File: src/rtl/hazard_pkg.sv
// Shared types for the RV32I hazard/pipeline-control unit.
package hazard_pkg;

   typedef enum logic [1:0] {
      FWD_NONE = 2'b00,
      FWD_W    = 2'b01,
      FWD_M    = 2'b10
   } fwd_sel_t;

endpackage

File: src/rtl/hazard_ctrl_perf_counter.sv
// Wrapping performance counter with synchronous clear that beats increment.
module perf_counter #(
   parameter int CNT_W = 32
) (
   input  logic             clk,
   input  logic             rst,
   input  logic             clr,
   input  logic             inc,
   output logic [CNT_W-1:0] q
);

   logic [CNT_W-1:0] q_q, q_d;

   always_comb begin
      q_d = q_q;
      if (clr)      q_d = '0;
      else if (inc) q_d = q_q + 1'b1;
   end

   always_ff @(posedge clk or posedge rst) begin
      if (rst) q_q <= '0;
      else     q_q <= q_d;
   end

   assign q = q_q;

endmodule

File: src/rtl/hazard_ctrl.sv
// Hazard / pipeline-control unit for the 5-stage RV32I core: stage valids,
// stall/flush generation, operand forwarding and performance counters.
module hazard_ctrl
   import hazard_pkg::*;
#(
   parameter int REG_AW = 5,
   parameter int FWD_EN = 1,
   parameter int CNT_W  = 32
) (
   input  logic              clk,
   input  logic              rst,
   input  logic [REG_AW-1:0] rs1D,
   input  logic [REG_AW-1:0] rs2D,
   input  logic              use_rs1D,
   input  logic              use_rs2D,
   input  logic [REG_AW-1:0] rs1E,
   input  logic [REG_AW-1:0] rs2E,
   input  logic [REG_AW-1:0] rdE,
   input  logic [REG_AW-1:0] rdM,
   input  logic [REG_AW-1:0] rdW,
   input  logic              regwriteE,
   input  logic              regwriteM,
   input  logic              regwriteW,
   input  logic              resultsrcE,
   input  logic              pcsrcE,
   input  logic              ex_busy,
   input  logic              cnt_clr,
   output logic              stall_f,
   output logic              stall_d,
   output logic              stall_e,
   output logic              flush_d,
   output logic              flush_e,
   output logic              flush_m,
   output fwd_sel_t          fwd_a_e,
   output fwd_sel_t          fwd_b_e,
   output logic              fwd_a_d,
   output logic              fwd_b_d,
   output logic              valid_d,
   output logic              valid_e,
   output logic              valid_m,
   output logic              valid_w,
   output logic [CNT_W-1:0]  cyc_cnt,
   output logic [CNT_W-1:0]  ret_cnt,
   output logic [CNT_W-1:0]  stall_cnt,
   output logic [CNT_W-1:0]  flush_cnt
);

   logic vd_q, ve_q, vm_q, vw_q;
   logic vd_d, ve_d, vm_d, vw_d;
   logic luse, ilck, dep, busy, brk;

   // x0 is never a real producer, so it can never create a hazard.
   function automatic logic hit(input logic v, input logic we,
                                input logic [REG_AW-1:0] rd,
                                input logic [REG_AW-1:0] r);
      return v & we & (rd == r) & (rd != '0);
   endfunction

   always_comb begin
      luse = vd_q & ve_q & resultsrcE &
             ((use_rs1D & hit(ve_q, regwriteE, rdE, rs1D)) |
              (use_rs2D & hit(ve_q, regwriteE, rdE, rs2D)));
      dep  = vd_q &
             ((use_rs1D & (hit(ve_q, regwriteE, rdE, rs1D) |
                           hit(vm_q, regwriteM, rdM, rs1D) |
                           hit(vw_q, regwriteW, rdW, rs1D))) |
              (use_rs2D & (hit(ve_q, regwriteE, rdE, rs2D) |
                           hit(vm_q, regwriteM, rdM, rs2D) |
                           hit(vw_q, regwriteW, rdW, rs2D))));
      ilck = (FWD_EN == 0) & dep;
      // A busy unit only matters when E holds a real instruction; this also
      // makes reset drop every stall immediately.
      busy = ve_q & ex_busy;
      brk  = ve_q & pcsrcE & ~ex_busy;

      stall_f = 1'b0;
      stall_d = 1'b0;
      stall_e = 1'b0;
      flush_d = 1'b0;
      flush_e = 1'b0;
      flush_m = 1'b0;
      if (busy) begin
         stall_f = 1'b1;
         stall_d = 1'b1;
         stall_e = 1'b1;
         flush_m = 1'b1;
      end else if (brk) begin
         flush_d = 1'b1;
         flush_e = 1'b1;
      end else if (luse | ilck) begin
         stall_f = 1'b1;
         stall_d = 1'b1;
         flush_e = 1'b1;
      end
   end

   always_comb begin
      fwd_a_e = FWD_NONE;
      fwd_b_e = FWD_NONE;
      fwd_a_d = 1'b0;
      fwd_b_d = 1'b0;
      if (FWD_EN != 0) begin
         if (hit(vm_q, regwriteM, rdM, rs1E))      fwd_a_e = FWD_M;
         else if (hit(vw_q, regwriteW, rdW, rs1E)) fwd_a_e = FWD_W;
         if (hit(vm_q, regwriteM, rdM, rs2E))      fwd_b_e = FWD_M;
         else if (hit(vw_q, regwriteW, rdW, rs2E)) fwd_b_e = FWD_W;
         fwd_a_d = use_rs1D & hit(vw_q, regwriteW, rdW, rs1D);
         fwd_b_d = use_rs2D & hit(vw_q, regwriteW, rdW, rs2D);
      end
   end

   always_comb begin
      vd_d = flush_d ? 1'b0 : stall_d ? vd_q : 1'b1;
      ve_d = flush_e ? 1'b0 : stall_e ? ve_q : vd_q;
      vm_d = flush_m ? 1'b0 : ve_q;
      vw_d = vm_q;
   end

   always_ff @(posedge clk or posedge rst) begin
      if (rst) begin
         vd_q <= 1'b0;
         ve_q <= 1'b0;
         vm_q <= 1'b0;
         vw_q <= 1'b0;
      end else begin
         vd_q <= vd_d;
         ve_q <= ve_d;
         vm_q <= vm_d;
         vw_q <= vw_d;
      end
   end

   assign valid_d = vd_q;
   assign valid_e = ve_q;
   assign valid_m = vm_q;
   assign valid_w = vw_q;

   perf_counter #(.CNT_W(CNT_W)) u_cyc_cnt (
      .clk(clk), .rst(rst), .clr(cnt_clr), .inc(1'b1),    .q(cyc_cnt));
   perf_counter #(.CNT_W(CNT_W)) u_ret_cnt (
      .clk(clk), .rst(rst), .clr(cnt_clr), .inc(vw_q),    .q(ret_cnt));
   perf_counter #(.CNT_W(CNT_W)) u_stall_cnt (
      .clk(clk), .rst(rst), .clr(cnt_clr), .inc(stall_d), .q(stall_cnt));
   perf_counter #(.CNT_W(CNT_W)) u_flush_cnt (
      .clk(clk), .rst(rst), .clr(cnt_clr), .inc(brk),     .q(flush_cnt));

endmodule

File: config.mk
export PLATFORM = sky130hd
export DESIGN_NAME = hazard_ctrl
export DESIGN_NICKNAME = d
export VERILOG_FILES = /design/src/rtl/hazard_pkg.sv /design/src/rtl/hazard_ctrl_perf_counter.sv /design/src/rtl/hazard_ctrl.sv
export SDC_FILE = /design/constraint.sdc
export NUM_CORES = 1
export LEC_CHECK = 0
export ABC_AREA = 1
export ABC_CLOCK_PERIOD_IN_PS = 2600
export CELL_PAD_IN_SITES_DETAIL_PLACEMENT = 1
export CELL_PAD_IN_SITES_GLOBAL_PLACEMENT = 2
export CORE_ASPECT_RATIO = 1.1
export CORE_MARGIN = 10
export CORE_UTILIZATION = 28
export DETAILED_ROUTE_END_ITERATION = 8
export PLACE_DENSITY = 0.92
export SYNTH_ARGS = -nofsm -noshare
export SYNTH_HDL_FRONTEND = slang
export SYNTH_HIERARCHICAL = 1
export SYNTH_SLANG_ARGS = --single-unit
export TNS_END_PERCENT = 100
File: constraint.sdc
create_clock -name clk -period 2.6 [get_ports clk]
set_clock_uncertainty 0.2 [all_clocks]
set_input_delay 0.65 -clock clk [delete_from_list [all_inputs] [get_ports clk]]
set_output_delay 0.65 -clock clk [all_outputs]
set_load 0.02 [all_outputs]
Yosys cells after proc, flatten, opt, wreduce, memory -nomap -nowiden
Index checks and enable logic that the tools add are counted.
Operators by class
  bitwise logic cells: 31
  muxes and demuxes: 24
  equal/unequal tests: 10
  add/subtract/negate cells: 4
  reduce and logical (&&, ||, !) cells: 6
Operators with widths (count)
  $mux 32: 7
  $add 32x1->32 const B: 4
  $eq 5x5->1: 8
  $and 1x1->1: 29
  $mux 1: 15
  $reduce_bool 5->1: 3
  $reduce_bool 2->1: 3
  $mux 2: 2
  $ne 2x1->1 const B: 1
  $ne 2x2->1 const B: 1
  $not 1->1: 1
  $or 1x1->1: 1
Word-level totals
  flip-flop bits (word level): 132
  bits of input ports: 46

Longest topological paths before layout
  depth in word-level cells: 11
  gate-level depth with buffers: 16
  gate-level depth less buffers: 16

Cells and area by module
Netlist, hierarchy kept.
Modules (own cells, without submodules)
  perf_counter: times used 4, cells each 270, area an instance 1881.8 sq um
  hazard_ctrl: times used 1, cells each 164, area an instance 942.2 sq um

Worst setup path before layout
OpenSTA, ideal clock, no wires.
  kind: input port to output port
  from: in rdW[0]
  to: out fwd_a_d
  path slack: 62 ps
  data arrival time: 1688 ps
  cell stages on the path: 4
  data required time: 1750 ps
  buffers on the path: 1
  cell sequence: buf_2 nand3b_4 nor3_2 nor4_1
On the way
  cells in the longest elaborated chain, start to end: 4
RTL lines
  start, declared: line hazard_ctrl.sv:20  | input logic [REG_AW-1:0] rdW,
  $eq 5x5->1: line hazard_ctrl.sv:56  | return v & we & (rd == r) & (rd != '0);
  $and 1x1->1: line hazard_ctrl.sv:56
  $and 1x1->1 (*): line hazard_ctrl.sv:56
  $and 1x1->1 (*): line hazard_ctrl.sv:107  | fwd_a_d = use_rs1D & hit(vw_q, regwriteW, rdW, rs1D);
  end, declared: line hazard_ctrl.sv:36  | output logic fwd_a_d,
Mark *: on every way between the ends. The rest lies on a longest branch, timed or not.

Worst setup path after layout
  from: in ex_busy
  to: out stall_d
On the way
  cells in the longest elaborated chain, start to end: 4
RTL lines
  start, declared: line hazard_ctrl.sv:26  | input logic ex_busy,
  $not 1->1: line hazard_ctrl.sv:74  | brk = ve_q & pcsrcE & ~ex_busy;
  $and 1x1->1: line hazard_ctrl.sv:74
  $mux 1: line hazard_ctrl.sv:87  | end else if (brk) begin
  $mux 1 (*): line hazard_ctrl.sv:82  | if (busy) begin
  end, declared: line hazard_ctrl.sv:29  | output logic stall_d,
Marked as above.

==> impl_metrics.csv <==
group,metric,value,unit
worst_setup_path,path_max_fanout,4,
power,vdd_ir_drop_max,261.5,uV
status,run_status,"completed",
final_layout,fin_nets,1550,
power,combPwrFrac,13.1,%
synthesis,synth_top_cell_area_share,39.00,%
worst_hold_path,hp-class,"flop to flop",
synthesis,synth_warnings,6,
floorplan,io_pins,190,
floorplan,die_area,37610,sq um
grt,grt_max_degree,33,
floorplan,start_util,28.49,%
power,p_per_area,432.2,nW/um^2
cts,cts_max_level,4,
synthesis,syn_avg_cell_area,6.808,sq um
grt,antenna_found_initial,0,
power,intPower,0.003713,W
detailed_routing,vias_per_cell,4.829,
cts,clock-sinks,132,
place,place_inst,1843,
worst_setup_path,crit_path_end_kind,"output port",
detailed_routing,dr.first_iter.drc_count,426,
detailed_routing,ant_nets,0,
worst_setup_path,worstSetupPathType,"input port to output port",
synthesis,syn_inst,1244,
synthesis,ys_types,34,
sta,drv_slew,0,
cts,cts.clk_slew.worst_paths,0.05,ns
final_layout,stdcell_count,1886,
floorplan,die_width,185.8,um
synthesis,yosys.area.top_type,"dfrtp_1",
cts,numCtsBuffers,17,
worst_setup_path,critical_path_arrival,1.72,ns
grt,globalRouteTotalUtil,16.96,%
grt,grt_pass1_wl,51.39,mm
place,io_buffers,189,
sta,finalSetupViolations,0,
cts,cts_hold_buf,0,
power,p_sw,0.001378,W
floorplan,core_area,29730,sq um
synthesis,ys_ff_latch,132,
sta,clock.fmax,0.3891,GHz
place,gp_congestion,0.8676,
floorplan,die_h,202.4,um
floorplan,rows,66,
power,swShare,27.07,%
final_layout,multi_input_area,4747,sq um
synthesis,synth_edf_count,0,
final_layout,final_common_cell,"nand2_1",
detailed_routing,post-route-drc-count,0,
cts,cts-root-buf,"clkbuf_16",
sta,hold_viol,0,
grt,grt_pass1_vias,9695,
cts,cts_tree,"done",
sta,hold_ws,0.3101,ns
worst_setup_path,cp.required,1.75,ns
cts,clk_path_buf_depth,2,
sta,fin_setup_tns,0,ns
worst_hold_path,min_path_cells,2,
power,p_leak,4.887,nW
sta,finalCritPeriodShare,98.84,%
synthesis,synthArstFlopShare,100.0,%
sta,fin_crit,2.570,ns
final_layout,layout_common_cells,"nand2_1 (318), nor2_1 (283), clkdlybuf4s50_1 (136)",
sta,grt_setup_unrepaired,"true",
power,clockPowerShare,45.0,%
detailed_routing,wire_per_inst,16.82,um
job,maxCapViolations,0,
sta,fin_ws,0.03010,ns
final_layout,syn2layout_area_growth,39.10,%
detailed_routing,dr_total_vias,9107,
cts,clock_latency,0.43,ns
synthesis,synthFlopType,"dfrtp_1",
place,dp_hpwl,24.79,mm
grt,grt.overflow.total,0,
synthesis,syn_area,8469,sq um
final_layout,drive_gt1_share,17.33,%
synthesis,synthTopCellsByArea,"dfrtp_1 (39%), nand2_1 (14%), nor2_1 (13%)",
worst_setup_path,crit_path_start_kind,"input port",
detailed_routing,dr.pass1.iters,4,
final_layout,diodes,0,
final_layout,seqCellArea,3303,sq um
place,pre_cts_slack,-0.7659,ns
synthesis,synth-seq-area-share,39.00,%
detailed_routing,wl,31.72,mm
power,seq_power_share,41.9,%
final_layout,num-fill-cells,3758,
worst_setup_path,rr_worst_depth,16,
-- cells in the mapped netlist, types with 2 or more instances --
library cell / number
or2_2: 2
nor2_4: 24
nor3_2: 2
nand2_1: 326
a21oi_1: 89
buf_4: 2
nand3_1: 83
nor3_1: 5
dfrtp_1: 132
inv_2: 8
ha_1: 4
buf_1: 8
nand2_2: 23
o21ai_0: 34
buf_2: 5
nor2_1: 286
buf_6: 2
a2bb2oi_1: 4
inv_1: 114
nand4_1: 17
xnor2_1: 14
nand3_2: 9
nor2_2: 24
nor3_4: 4
o21ai_1: 5
xor2_1: 9
nor4_2: 2
-- worst max-delay path, cell delays in order --
cell	delay, ns
clkdlybuf4s50_1	0.53
nor2_2	0.06
nand2_2	0.11
nand3_2	0.09
nand2_2	0.10
buf_2	0.18
-- metal layers --
layer	wire length, um	global-route usage, %	up-vias	share of wire [%]
li1	-	-	4448	-
met1	13570	19.70	4459	43
met2	15930	29.80	178	50
met3	1898	4.952	22	6.0
met4	329	3.977	0	1.0
met5	0	0	-	0
-- state kept, by name, indices dropped and copies added (netlist names) --
name	count
valid_d	1
u_stall_cnt/q	32
valid_w	1
valid_m	1
valid_e	1
u_cyc_cnt/q	32
u_flush_cnt/q	32
u_ret_cnt/q	32
-- logic make-up (layout without fill, tap and decap cells) --
kind of cell / Yosys count / in the layout / synth area share (%)
AOI/OAI and AO/OA: 135 / 135 / 8.273
xor gates and xnor gates: 23 / 23 / 2.379
adders and majority gates: 4 / 4 / 0.5910
buffers and inverters: 139 / 405 / 6.500
DFF: 132 / 132 / 39.00
other: 1 / 3 / 0.04428
and+or+nand+nor: 810 / 810 / 43.21
-- per-stage QoR --
stage	power, W	util, %	instance area, sq um
final	0.005092	39.63	11780
after global routing	0.005325	39.63	11780
after CTS	0.005158	39.73	11810
after detailed placement	0.002834	37.60	11180
after global placement	0.002821	37.60	11180
after floorplan	0.002479	-	8477
-- power by group through the flow --
stage                     Sequential, W  Clock [W]  Combinational (W)
after floorplan                 0.00219          0           0.000285
after global placement          0.00217          0           0.000655
after detailed placement        0.00217          0           0.000667
after CTS                       0.00213    0.00236           0.000664
after global routing            0.00214    0.00245           0.000741
final                           0.00213    0.00229           0.000667
-- worst paths after layout --
check | start | endpoint | slack, ns
worst min-delay path | valid_d$_DFFE_PP0P_ | valid_d$_DFFE_PP0P_ | 0.31
worst max register to register | valid_e$_DFFE_PP0P_ | valid_e$_DFFE_PP0P_ | 0.20
worst max-delay path | ex_busy | stall_d | 0.03
max in group asynchronous | rst | u_flush_cnt/q[0]$_DFFE_PP0P_ | 1.26
worst min register to register | valid_d$_DFFE_PP0P_ | valid_d$_DFFE_PP0P_ | 0.31
min in group asynchronous | rst | valid_m$_DFF_PP0_ | 0.40
-- final cells by class --
class / count / area share (%)
Inverter: 122 / 3.887
Sequential cell: 132 / 28.04
Clock inverter: 10 / 0.7116
Clock buffer: 21 / 3.908
Tap cell: 374 / 3.972
Timing Repair Buffer: 252 / 19.19
Multi-Input combinational cell: 975 / 40.29
-- timing repair --
item / 4_1_cts / 5_1_grt
setup buffers: 9 / 4
gates resized for setup: 135 / 58
pin swaps: 17 / 23
endpoints found under the setup margin: 18 / 20
(Power assumes the default switching activity.)
